[config.mk]
export PLATFORM = sky130hd
export DESIGN_NAME = alu_sequencer
export DESIGN_NICKNAME = d
export VERILOG_FILES = /design/src/rtl/alu_sequencer.sv
export SDC_FILE = /design/constraint.sdc
export NUM_CORES = 1
export LEC_CHECK = 0
export ABC_AREA = 1
export BUFFER_PORTS_ARGS = -buffer_cell sky130_fd_sc_hd__buf_4
export CAP_MARGIN = 15
export CELL_PAD_IN_SITES_DETAIL_PLACEMENT = 1
export CELL_PAD_IN_SITES_GLOBAL_PLACEMENT = 2
export CORE_MARGIN = 1
export CORE_UTILIZATION = 24
export DETAILED_ROUTE_END_ITERATION = 6
export GPL_TIMING_DRIVEN = 0
export PLACE_DENSITY = 0.83
export RECOVER_POWER = 25
export SETUP_SLACK_MARGIN = 0.2
export SLEW_MARGIN = 20
export SYNTH_ARGS = -nofsm -noshare
export SYNTH_HDL_FRONTEND = slang
export SYNTH_SLANG_ARGS = --single-unit
[constraint.sdc]
create_clock -name clk -period 2.14 [get_ports clk]
set_input_delay 0.214 -clock clk [delete_from_list [all_inputs] [get_ports clk]]
set_output_delay 0.214 -clock clk [all_outputs]
set_load 0.1 [all_outputs]
[src/rtl/alu_sequencer.sv]
// Per-frame micro-sequencer: fetches from a synchronous ROM, drives the ALU and writes results to the register file.
// 4 clk per instruction (3 for branches/NOP/WAITF); no backpressure, frame edges arriving while busy set pending and pulse overrun.
module alu_sequencer #(
  parameter int PC_W = 8,
  parameter int OP_W = 4
) (
  input  logic            clk,
  input  logic            rst_n,
  input  logic            vga_v_sync,
  output logic [PC_W-1:0] rom_addr,
  input  logic [15:0]     rom_data,
  output logic [2:0]      rd_addr_a,
  output logic [2:0]      rd_addr_b,
  input  logic [15:0]     rd_data_a,
  input  logic [15:0]     rd_data_b,
  output logic [15:0]     operand1,
  output logic [15:0]     operand2,
  output logic [OP_W-1:0] alu_operation,
  output logic            enable_alu,
  output logic            enable_shift,
  output logic            enable_load,
  output logic            carry_in,
  input  logic [15:0]     alu_result,
  input  logic            alu_carry_out,
  input  logic            alu_zero_out,
  input  logic            alu_negative_out,
  output logic            wr_en,
  output logic [2:0]      wr_addr,
  output logic [15:0]     wr_data,
  output logic            busy,
  output logic            overrun
);

  typedef enum logic [2:0] {
    S_IDLE, S_FETCH, S_DECODE, S_EXEC, S_WB, S_WAIT
  } state_t;

  localparam logic [2:0] CL_ALU   = 3'b000;
  localparam logic [2:0] CL_SHIFT = 3'b001;
  localparam logic [2:0] CL_LDI   = 3'b010;
  localparam logic [2:0] CL_BZ    = 3'b011;
  localparam logic [2:0] CL_BRA   = 3'b100;
  localparam logic [2:0] CL_WAITF = 3'b101;

  state_t          state, state_nxt;
  logic [PC_W-1:0] pc, pc_nxt, pc_inc, pc_rel;
  logic [15:0]     ir, hold, off16;
  logic [2:0]      cls;
  logic            c_flag, z_flag, n_flag;
  logic            hold_c, hold_z, hold_n;
  logic            pending, sync1, sync2, sync3, frame_edge, run;

  assign cls        = ir[15:13];
  assign frame_edge = sync2 & ~sync3;
  assign run        = (state == S_FETCH) || (state == S_DECODE) ||
                      (state == S_EXEC)  || (state == S_WB);
  assign busy       = run;
  assign overrun    = frame_edge & run;
  // Sign-extend then truncate: gives modulo-2^PC_W relative jumps for any PC_W <= 16.
  assign off16      = {{8{ir[7]}}, ir[7:0]};
  assign pc_inc     = pc + PC_W'(1);
  assign pc_rel     = pc + off16[PC_W-1:0];

  always_ff @(posedge clk or negedge rst_n) begin
    if (!rst_n) begin
      state   <= S_IDLE;
      pc      <= '0;
      ir      <= '0;
      hold    <= '0;
      hold_c  <= 1'b0;
      hold_z  <= 1'b0;
      hold_n  <= 1'b0;
      c_flag  <= 1'b0;
      z_flag  <= 1'b0;
      n_flag  <= 1'b0;
      pending <= 1'b0;
      sync1   <= 1'b0;
      sync2   <= 1'b0;
      sync3   <= 1'b0;
    end else begin
      {sync3, sync2, sync1} <= {sync2, sync1, vga_v_sync};
      state <= state_nxt;
      pc    <= pc_nxt;
      if (state == S_DECODE) ir <= rom_data;
      if (state == S_EXEC) begin
        hold   <= (cls == CL_LDI) ? {8'h00, ir[7:0]} : alu_result;
        hold_c <= alu_carry_out;
        hold_z <= alu_zero_out;
        hold_n <= alu_negative_out;
      end
      if (state == S_WB && (cls == CL_ALU || cls == CL_SHIFT)) begin
        c_flag <= hold_c;
        z_flag <= hold_z;
        n_flag <= hold_n;
      end
      if (state == S_WAIT && pending) pending <= 1'b0;
      else if (overrun)               pending <= 1'b1;
    end
  end

  always_comb begin
    state_nxt     = state;
    pc_nxt        = pc;
    rom_addr      = pc;
    rd_addr_a     = ir[9:7];
    rd_addr_b     = ir[6:4];
    operand1      = '0;
    operand2      = '0;
    alu_operation = '0;
    enable_alu    = 1'b0;
    enable_shift  = 1'b0;
    // LDI bypasses the ALU, so the load enable is never raised.
    enable_load   = 1'b0;
    carry_in      = 1'b0;
    wr_en         = 1'b0;
    wr_addr       = '0;
    wr_data       = '0;
    case (state)
      S_IDLE: begin
        if (frame_edge) begin
          state_nxt = S_FETCH;
          pc_nxt    = '0;
        end
      end
      S_FETCH: state_nxt = S_DECODE;
      S_DECODE: begin
        rd_addr_a = rom_data[9:7];
        rd_addr_b = rom_data[6:4];
        state_nxt = S_EXEC;
      end
      S_EXEC: begin
        operand1      = rd_data_a;
        operand2      = rd_data_b;
        carry_in      = c_flag;
        alu_operation = ir[OP_W-1:0];
        case (cls)
          CL_ALU: begin
            enable_alu = 1'b1;
            state_nxt  = S_WB;
          end
          CL_SHIFT: begin
            enable_shift = 1'b1;
            state_nxt    = S_WB;
          end
          CL_LDI:   state_nxt = S_WB;
          CL_BZ: begin
            pc_nxt    = z_flag ? pc_rel : pc_inc;
            state_nxt = S_FETCH;
          end
          CL_BRA: begin
            pc_nxt    = pc_rel;
            state_nxt = S_FETCH;
          end
          CL_WAITF: state_nxt = S_WAIT;
          default: begin
            pc_nxt    = pc_inc;
            state_nxt = S_FETCH;
          end
        endcase
      end
      S_WB: begin
        wr_en     = 1'b1;
        wr_addr   = ir[12:10];
        wr_data   = hold;
        pc_nxt    = pc_inc;
        state_nxt = S_FETCH;
      end
      S_WAIT: begin
        if (pending || frame_edge) begin
          state_nxt = S_FETCH;
          pc_nxt    = '0;
        end
      end
      default: state_nxt = S_IDLE;
    endcase
  end

endmodule

After elaboration in Yosys (flattened, before gate mapping)
Cells that the tools add are included.
- word-level logic and storage cells: 70
- bits in registers: 51
- input port bits: 70
- output and inout port bits: 76
- reduce and logical (&&, ||, !) cells: 15
- add/sub/neg operators: 2
- equal/unequal tests: 13
- bitwise gates (word level): 3
- mux-type cells: 25
- operator list (cell ; number):
    $mux 16 ; 4
    $pmux 8 s4 ; 1
    $mux 8 ; 3
    $pmux 8 s3 ; 1
    $pmux 3 s6 ; 1
    $mux 3 ; 5
    $eq 3x2->1 const B ; 4
    $eq 3x3->1 const B ; 4
    $add 8x1->8 const B ; 1
    $add 8x8->8 ; 1
    $mux 1 ; 8
    $eq 3x1->1 const B ; 2
    $logic_not 3->1 ; 2
    $pmux 3 s2 ; 1
    $logic_or 1x1->1 ; 5
    $mux 4 ; 1
    $ne 2x2->1 const B ; 2
    $reduce_and 4->1 ; 1
    $reduce_bool 4->1 ; 1
    $reduce_or 4->1 ; 1
    $reduce_or 3->1 ; 1
    $and 1x1->1 ; 2
    $logic_and 1x1->1 ; 2
    $ne 2x1->1 const B ; 1
    3 further kinds ; 3

Logic depth before layout (Yosys ltp)
Gate-level depths: netlist of the first run.
- depth after elaboration: 7
- gate-level depth with buffers: 10
- depth with buffers taken out: 10

Worst setup path after synthesis of the first run
OpenSTA, ideal clock, no wires.
- path type: reg2out
- start: register state[1]
- end: output wr_addr[0]
- stages on the path, launching flop included: 8
- required time: 1926 ps
- slack: -1110 ps
- path buffers: 2
- arrival time: 3036 ps
- cells stage by stage: dfrtp_1 -> inv_1 -> nand2_1 -> nor2_4 -> inv_1 -> buf_2 -> buf_4 -> nor2_1
- cells in the longest elaborated chain, start to end: 2
- ends and longest elaborated chain (item ; line ; text):
    from (decl) ; 45 ; state_t state, state_nxt;
    from (signal assigned) ; 82 ; state <= state_nxt;
    $eq 3x3->1 ; 118 ; case (state)
    $mux 3 ; 118 ;
    to (decl) ; 28 ; output logic [2:0] wr_addr,
No other way between the ends.

Final worst setup path of the first run
- start: register state[1]
- end: output wr_data[14]
- cells in the longest elaborated chain, start to end: 2
- ends and longest elaborated chain (item ; line ; text):
    $eq 3x3->1 ; 118 ;
    $mux 16 ; 118 ;
    to (decl) ; 29 ; output logic [15:0] wr_data,
No other way between the ends.

==> qor.csv, run 1 <==
metric,value,unit
CTS root buf,clkbuf_16,
HP Class,primary input to flip-flop,
Worst-Skew Late Latency,0.30,ns
Port Buffers,143,
Ys Warns,0,
# IOs,146,
drt wl/cell,14.67,um
CP max stage cell,dfrtp_1,
post-synthesis net count,530,
CP most frequent cell,buf_12,
global route overflow,0,
Fillers,1546,
setup violators final,0,
Worst Path Required,1.93,ns
Final #Nets,694,
Mapped Cells,451,
CP top delay family,buffers and inverters,
Row Count,41,
Clock transition at path regs,0.07,ns
Residual DRC,0,
Multi-input gate area,1732,um^2
Synth Area per Inst,6.938,um^2
Synth cell types,33,
TritonRoute pass-1 iters,4,
Initial DRC Count,68,
Buf/Inv on CP,5,
Final Wtd Congestion,0.7903,
die area,13500,um^2
fraction of layout cells with a size suffix above 1,41.07,%
synthesis-stage register bit count,51,
first-pass GRT wire length,18150,um
detailed-route vias per instance,4.437,
Post-Synthesis Cell Area,3129,um^2
Post-synth top flop,dfrtp_1,
CP Launch Type,flip-flop,
Area Overhead vs Synth,72.89,%
# clock sinks,51,
CP Cell Sequence,inv_2 > nand2_2 > nor2_4 > inv_6 > buf_12 > buf_12 > nor2_4 > buf_12,
initial antenna violation count,0,
Die W,116.2,um
area share of the largest cell type after synthesis,40.78,%
max_slew headroom,9.376,%
"area leader, netlist",dfrtp_1,
Area contributors post-synth,"dfrtp_1 41%, nand2_1 11%, inv_1 11%",
min Tclk post-route,1.950,ns
kind of critical path,flip-flop to output pin,
TritonCTS clock tree,yes,
remaining antenna violation count,0,
GR Util All Layers,17.62,%
vias in the first global route,3562,
RSZ-0062 raised after global routing,yes,
final WL,11560,um
total CTS buffers,5,
Die Y-Extent,116.2,um
Starting Density,24.70,%
CTS H-tree lvls,2,
clock tree buffer depth,2,
post-DP HPWL,8787,um
core area,12670,um^2
status,finished clean,
"Core Util, Final",42.70,%
async set or reset register ratio after synthesis,100.0,%
Max Fclk,512.7,MHz
sequential cell area,1287,um^2
Critical Path Sink Type,output pin,
Max Slew Vio Count,0,
hold violation count in the final report,0,
arrival time at the worst endpoint,1.74,ns
worst-margin pin slew,1.359,ns
Max Cap Viol,0,
Tcrit/Tclk final,91.14,%
"Seq/Total Area, Yosys",40.78,%
clk_skew,0.008958,ns
"slowest stage delay, CP",0.40,ns
via count,3496,
Post-synth EDFFs,0,
n_diodes,0,
largest net degree at the start of global routing,52,
CP Max Fanout,10,
==> stage by stage <==
| stage | hold slack, ns | setup slack, ns | setup TNS, ns | cells | area, um^2 |
|---|---|---|---|---|---|
| finish | 0.03940 | 0.1895 | 0 | 788 | 5410 |
| global route | 0.03072 | 0.1285 | 0 | 788 | 5410 |
| CTS | 0.008209 | 0.1653 | 0 | 785 | 5231 |
| detailed placement | 0.3054 | -0.01511 | -0.04715 | 766 | 4757 |
| global placement | 0.3017 | 0.009780 | 0 | 766 | 4757 |
| floorplan | -0.08159 | -0.2056 | -5.849 | 451 | 3468 |
==> synthesized netlist by cell type, drive strengths merged (3+ instances only) <==
library cell	number
ha	8
o21ai	41
buf	8
nor2	87
dfrtp	51
xor2	3
nand2	94
clkbuf	7
nand3	26
o22ai	10
inv	91
a21oi	11
nor3	3
==> registers in the layout, summed over array words and instances, names as in the netlist <==
name      flops
hold         16
ir           16
rom_addr      8
state         3
c_flag        1
hold_c        1
hold_z        1
pending       1
sync1         1
sync2         1
sync3         1
z_flag        1
==> logic make-up (layout without fill, tap and decap cells) <==
| logic type | after synthesis | in the layout | synth area share [%] |
|---|---|---|---|
| AO/OA/AOI/OAI | 65 | 65 | 11.60 |
| XOR/XNOR | 5 | 5 | 1.400 |
| adder cells (fa/ha/maj) | 9 | 9 | 3.839 |
| buffers and inverters | 107 | 272 | 13.55 |
| flip-flops | 51 | 51 | 40.78 |
| other | 1 | 1 | 0.1198 |
| AND/OR/NAND/NOR | 213 | 213 | 28.71 |
==> cell type report <==
cell class                 instances  area share, %
buffer                            15          2.613
clock buffer                       7          2.636
clock inverter                     1         0.1619
inverter                          92          6.661
multi-input combinational        293          32.01
sequential                        51          23.80
tap                              172          3.978
timing repair buffer             157          28.15
==> cell usage in the layout, fill, tap and decap left out, types with 4 or more instances in the layout <==
master	synthesis	routed
buf_4	2	115
nand2_1	93	85
inv_1	88	84
nor2_1	85	46
dfrtp_1	51	42
o21ai_0	39	39
nor2_4	2	32
nand3_1	25	24
buf_12	0	21
buf_6	1	19
o22ai_1	10	10
nand2_2	1	9
nor2_2	0	9
dfrtp_2	0	9
a21oi_1	8	8
ha_1	8	8
buf_8	0	5
clkbuf_16	0	5
clkbuf_2	1	4
clkbuf_1	6	4
==> metal layers <==
layer / track usage, % / up-vias / share of wire (%)
li1: - / 1707 / -
met4: 4.615 / 0 / 1.3
met1: 21.92 / 1718 / 42
met5: 0 / - / 0
met3: 2.543 / 11 / 2.2
met2: 31.79 / 60 / 54
==> what timing repair did <==
action,in CTS,in global routing
cloned,1,0
pin swaps,3,1
endpoints found under the setup margin,77,63
hold buffers,1,0
setup buffers,9,3
endpoints found under the hold margin,42,0
gates resized for setup,56,42
==> worst paths after layout <==
kind / from / to / slack (ns) / cells past startpoint
worst min-delay path: vga_v_sync / sync1 / 0.04 / 1
min in group asynchronous: rst_n / hold[12] / 0.79 / 2
max in group asynchronous: rst_n / rom_addr[6] / 0.44 / 2
worst max-delay path: state[1] / wr_data[14] / 0.19 / 8
worst min register to register: sync1 / sync2 / 0.35 / 0
worst max register to register: state[2] / ir[10] / 0.31 / 5
Power of run 1 is not shown: default switching activity piles up to over one toggle a cycle in this logic, so the estimate is an artifact.
==> run 2, diff against run 1 <==
- BUFFER_PORTS_ARGS: -buffer_cell sky130_fd_sc_hd__buf_4 -> -buffer_cell sky130_fd_sc_hd__buf_2
==> run 2 against run 1 <==
  * Sequential cell count unchanged
  * Sequential share of layout area rose by 0.40 points
  * Cell count up 0.63%
  * Die area unchanged
  * Fmax decreased by 0.79%
  * Critical path depth stayed put
  * Critical path type unchanged
  * Highest routed layer unchanged
==> qor.csv, run 2 (synthesis gave the netlist of run 1 again) <==
metric,value,unit,change
Area Overhead vs Synth,70.05,%,was 72.89%
Starting Density,24.70,%,unchanged
arrival time at the worst endpoint,1.75,ns,was 1.74 ns
first-pass GRT wire length,18530,um,was 18150 um
Initial DRC Count,71,,was 68
Max Fclk,508.6,MHz,was 512.7 MHz
die area,13500,um^2,unchanged
fraction of layout cells with a size suffix above 1,43.00,%,was 41.07%
n_diodes,0,,unchanged
most frequent cells in the layout,"84 x inv_1, 81 x buf_2, 79 x nand2_1",,"was 115 x buf_4, 85 x nand2_1, 84 x inv_1"
total CTS buffers,5,,unchanged
"commonest non-fill, non-tap cell in the layout",inv_1,,was buf_4
worst-margin pin slew,1.317,ns,was 1.359 ns
TritonCTS clock tree,yes,,unchanged
Clock transition at path regs,0.07,ns,about the same
remaining antenna violation count,0,,unchanged
Max Cap Viol,0,,unchanged
kind of critical path,flip-flop to output pin,,unchanged
Die Y-Extent,116.2,um,unchanged
HP Class,primary input to flip-flop,,unchanged
Residual DRC,0,,unchanged
Row Count,41,,unchanged
post-DP HPWL,8657,um,was 8787 um
clock tree buffer depth,2,,unchanged
detailed-route vias per instance,4.435,,was 4.437
CP Launch Type,flip-flop,,unchanged
Worst Hold Slack,0.01710,ns,was 0.03940 ns
# IOs,146,,unchanged
Final Wtd Congestion,0.7771,,was 0.7903
final WL,11750,um,was 11560 um
# clock sinks,51,,unchanged
RSZ-0062 raised after global routing,yes,,unchanged
CTS H-tree lvls,2,,unchanged
core area,12670,um^2,unchanged
GR Util All Layers,17.75,%,was 17.62%
initial antenna violation count,0,,unchanged
Worst-Skew Late Latency,0.30,ns,about the same
Critical Path Sink Type,output pin,,unchanged
CTS root buf,clkbuf_16,,unchanged
TritonRoute pass-1 iters,4,,unchanged
Worst Path Required,1.93,ns,about the same
setup violators final,0,,unchanged
CP Max Fanout,6,,was 10
status,finished clean,,unchanged
global route overflow,0,,unchanged
Port Buffers,143,,unchanged
clk_skew,0.008313,ns,was 0.008958 ns
via count,3517,,was 3496
Final #Nets,699,,was 694
final setup TNS,0,ns,unchanged
vias in the first global route,3682,,was 3562
min Tclk post-route,1.966,ns,was 1.950 ns
largest net degree at the start of global routing,52,,unchanged
Tcrit/Tclk final,91.87,%,was 91.14%
drt wl/cell,14.82,um,was 14.67 um
max_slew headroom,12.17,%,was 9.376%
Max Slew Vio Count,0,,unchanged
Die W,116.2,um,unchanged
hold violation count in the final report,0,,unchanged
-- run 2: routing by layer --
metal  GRT usage (%)  routed length (um)
met5               0                   0
met4           3.761                 154
met3           2.595                 273
met2           32.46                6312
met1           22.04                5010
-- run 2: layout make-up --
| type | instances | area [um^2] |
|---|---|---|
| fill | 1561 | 7350 |
| multi-input combinational | 293 | 1808 |
| timing repair buffer | 162 | 1346 |
| sequential | 51 | 1287 |
| inverter | 92 | 357.8 |
| tap | 172 | 215.2 |
| buffer | 15 | 157.7 |
| clock buffer | 5 | 125.1 |
| clock inverter | 3 | 23.77 |
-- run 2: worst paths after layout --
check                            start           to  slack, ns  depth (start not counted)
max                           state[1]   wr_data[8]       0.17                          8
min                         vga_v_sync        sync1       0.02                          1
max reg2reg                rom_addr[2]  rom_addr[7]       0.36                         10
min reg2reg                      sync1        sync2       0.35                          0
max in group asynchronous        rst_n  rom_addr[3]       0.48                          2
min in group asynchronous        rst_n       ir[10]       0.77                          2
-- run 2: what timing repair did --
action                     4_1_cts  5_1_grt
setup endpoints to repair       79       76
hold endpoints to repair        51        0
pin swaps                        3        8
buffers inserted                 9        7
hold buffers                     1        0
resized for setup              127       52
gates cloned                     0        2
-- run 2: stage by stage --
| step | utilization (%) | worst slack [ns] | instance area (um^2) | std cells |
|---|---|---|---|---|
| final | 42.00 | 0.1739 | 5321 | 793 |
| after global routing | 42.00 | 0.1123 | 5321 | 793 |
| after CTS | 39.79 | 0.1609 | 5042 | 784 |
| after detailed placement | 34.74 | -0.2155 | 4402 | 766 |
| after global placement | 34.72 | -0.1300 | 4399 | 766 |
| after floorplan | - | -0.2056 | 3468 | 451 |
-- run 2: critical path: stages (launching register included) --
cell,delay (ns)
dfrtp_1,0.41
inv_2,0.13
nand2_4,0.07
nor2_4,0.14
inv_4,0.08
buf_12,0.16
buf_16,0.15
nor2_4,0.12
buf_12,0.18
Power of run 2 is left out for the same reason.
==> run 3, diff against run 2 <==
- CORE_MARGIN: 1 -> 5
- PLACE_DENSITY: 0.83 -> 0.79
==> run 3 against run 2 <==
  * Die area rose by 14%
  * Utilization rose by 0.66 points
  * Non-clock buffer count rose by 7
  * Sequential share of layout area fell by 0.49 points
  * Register-to-register slack got worse by 0.04 ns
  * Worst setup slack improved by 0.0082 ns
  * Via count fell by 0.34%
  * Fmax rose by 0.42%
  * Sequential cell count did not move
  * Largest cell class unchanged
  * Highest routed layer unchanged
==> qor.csv, run 3 (synthesis gave the netlist of run 1 again) <==
metric,value,unit,change
Max Fclk,510.8,MHz,was 508.6 MHz
TritonCTS clock tree,yes,,unchanged
Worst Path Required,1.93,ns,about the same
Area Overhead vs Synth,73.41,%,was 70.05%
clock tree buffer depth,2,,unchanged
post-DP HPWL,9269,um,was 8657 um
Die W,124.2,um,was 116.2 um
fraction of layout cells with a size suffix above 1,42.20,%,was 43.00%
final WL,12600,um,was 11750 um
Residual DRC,0,,unchanged
"commonest non-fill, non-tap cell in the layout",nand2_1,,was inv_1
core area,12720,um^2,was 12670 um^2
HP Class,primary input to flip-flop,,unchanged
die area,15420,um^2,was 13500 um^2
Port Buffers,143,,unchanged
TritonRoute pass-1 iters,4,,unchanged
Clock transition at path regs,0.07,ns,about the same
most frequent cells in the layout,"85 x nand2_1, 84 x inv_1, 81 x buf_2",,"was 84 x inv_1, 81 x buf_2, 79 x nand2_1"
global route overflow,0,,unchanged
CP Cell Sequence,nor3_4 > buf_6 > buf_8 > nand2_1 > nand2_2 > buf_6,,was inv_2 > nand2_4 > nor2_4 > inv_4 > buf_12 > buf_16 > nor2_4 > buf_12
Final #Nets,706,,was 699
Worst-Skew Late Latency,0.30,ns,about the same
Row Count,41,,unchanged
arrival time at the worst endpoint,1.74,ns,was 1.75 ns
CP max stage cell,dfrtp_1,,unchanged
Max Slew Vio Count,0,,unchanged
Die Y-Extent,124.2,um,was 116.2 um
"slowest stage delay, CP",0.51,ns,was 0.41 ns
RSZ-0062 raised after global routing,yes,,unchanged
# clock sinks,51,,unchanged
initial antenna violation count,0,,unchanged
min Tclk post-route,1.958,ns,was 1.966 ns
CTS root buf,clkbuf_16,,unchanged
Initial DRC Count,99,,was 71
max_slew headroom,8.356,%,was 12.17%
n_diodes,0,,unchanged
first-pass GRT wire length,19190,um,was 18530 um
clk_skew,0.006492,ns,was 0.008313 ns
Final Wtd Congestion,0.7805,,was 0.7771
CP Launch Type,flip-flop,,unchanged
Max Cap Viol,0,,unchanged
CP most frequent cell,buf_6,,
CTS H-tree lvls,2,,unchanged
setup violators final,0,,unchanged
largest net degree at the start of global routing,52,,unchanged
drt wl/cell,15.75,um,was 14.82 um
worst-margin pin slew,1.375,ns,was 1.317 ns
kind of critical path,flip-flop to output pin,,unchanged
total CTS buffers,5,,unchanged
Starting Density,24.60,%,was 24.70%
CP top delay family,flip-flops,,was buffers and inverters
Critical Path Sink Type,output pin,,unchanged
Tcrit/Tclk final,91.49,%,was 91.87%
vias in the first global route,3673,,was 3682
CP Max Fanout,5,,was 6
# IOs,146,,unchanged
detailed-route vias per instance,4.381,,was 4.435
hold violation count in the final report,0,,unchanged
via count,3505,,was 3517
status,finished clean,,unchanged
remaining antenna violation count,0,,unchanged
GR Util All Layers,16.05,%,was 17.75%
final setup TNS,0,ns,unchanged
Buf/Inv on CP,3,,was 5
[run 3: cell count changes in the layout (fill, tap and decap cells not counted), moves of 4 or more]
cell     before  now
buf_6        15   19
nand2_2       4    8
nand2_1      79   85
buf_4        43   39
nand2_4      11    1
buf_12       22   27
[run 3: path summary, 6_finish.rpt]
path	start	to	slack, ns	cells after the start
max	state[0]	rd_addr_a[0]	0.18	6
min reg2reg	sync1	sync2	0.35	0
max in group asynchronous	rst_n	rom_addr[3]	0.43	2
max reg2reg	state[0]	ir[12]	0.32	5
min	vga_v_sync	sync1	0.02	1
min in group asynchronous	rst_n	ir[11]	0.78	2
[run 3: layout make-up]
type / count / area, um^2
clock inverters: 3 / 46.29
inverters: 92 / 357.8
flip-flops and latches: 51 / 1286
repair buffers: 169 / 1510
clock buffers: 5 / 125.1
plain buffers: 15 / 148.9
multi-input cells: 293 / 1737
well taps: 172 / 215.2
fillers: 1597 / 7296
[run 3: repair_timing]
| action | CTS | global route |
|---|---|---|
| cloned | 1 | 2 |
| endpoints found under the hold margin | 51 | 0 |
| pin swaps | 3 | 2 |
| resized for setup | 119 | 59 |
| setup endpoints to repair | 82 | 70 |
| hold buffers | 1 | 0 |
| setup buffers | 11 | 11 |
[run 3: through the flow]
step	instances	hold slack [ns]	util (%)	cell area (um^2)	worst slack [ns]
floorplan	451	-0.08159	-	3468	-0.2056
global placement	766	0.3264	34.58	4399	-0.1207
detailed placement	766	0.3065	34.60	4402	-0.1621
CTS	787	0.006475	39.86	5071	0.1518
global route	800	0.005411	42.65	5426	0.1004
finish	800	0.01503	42.65	5426	0.1822
[run 3: routing by layer]
| layer | up-vias | routed length, um | global-route usage (%) |
|---|---|---|---|
| met4 | 0 | 221 | 4.449 |
| met2 | 51 | 6851 | 28.24 |
| met3 | 18 | 309 | 2.906 |
| li1 | 1726 | - | - |
| met1 | 1710 | 5218 | 20.11 |
| met5 | - | 0 | 0 |
Power of run 3 is left out for the same reason.
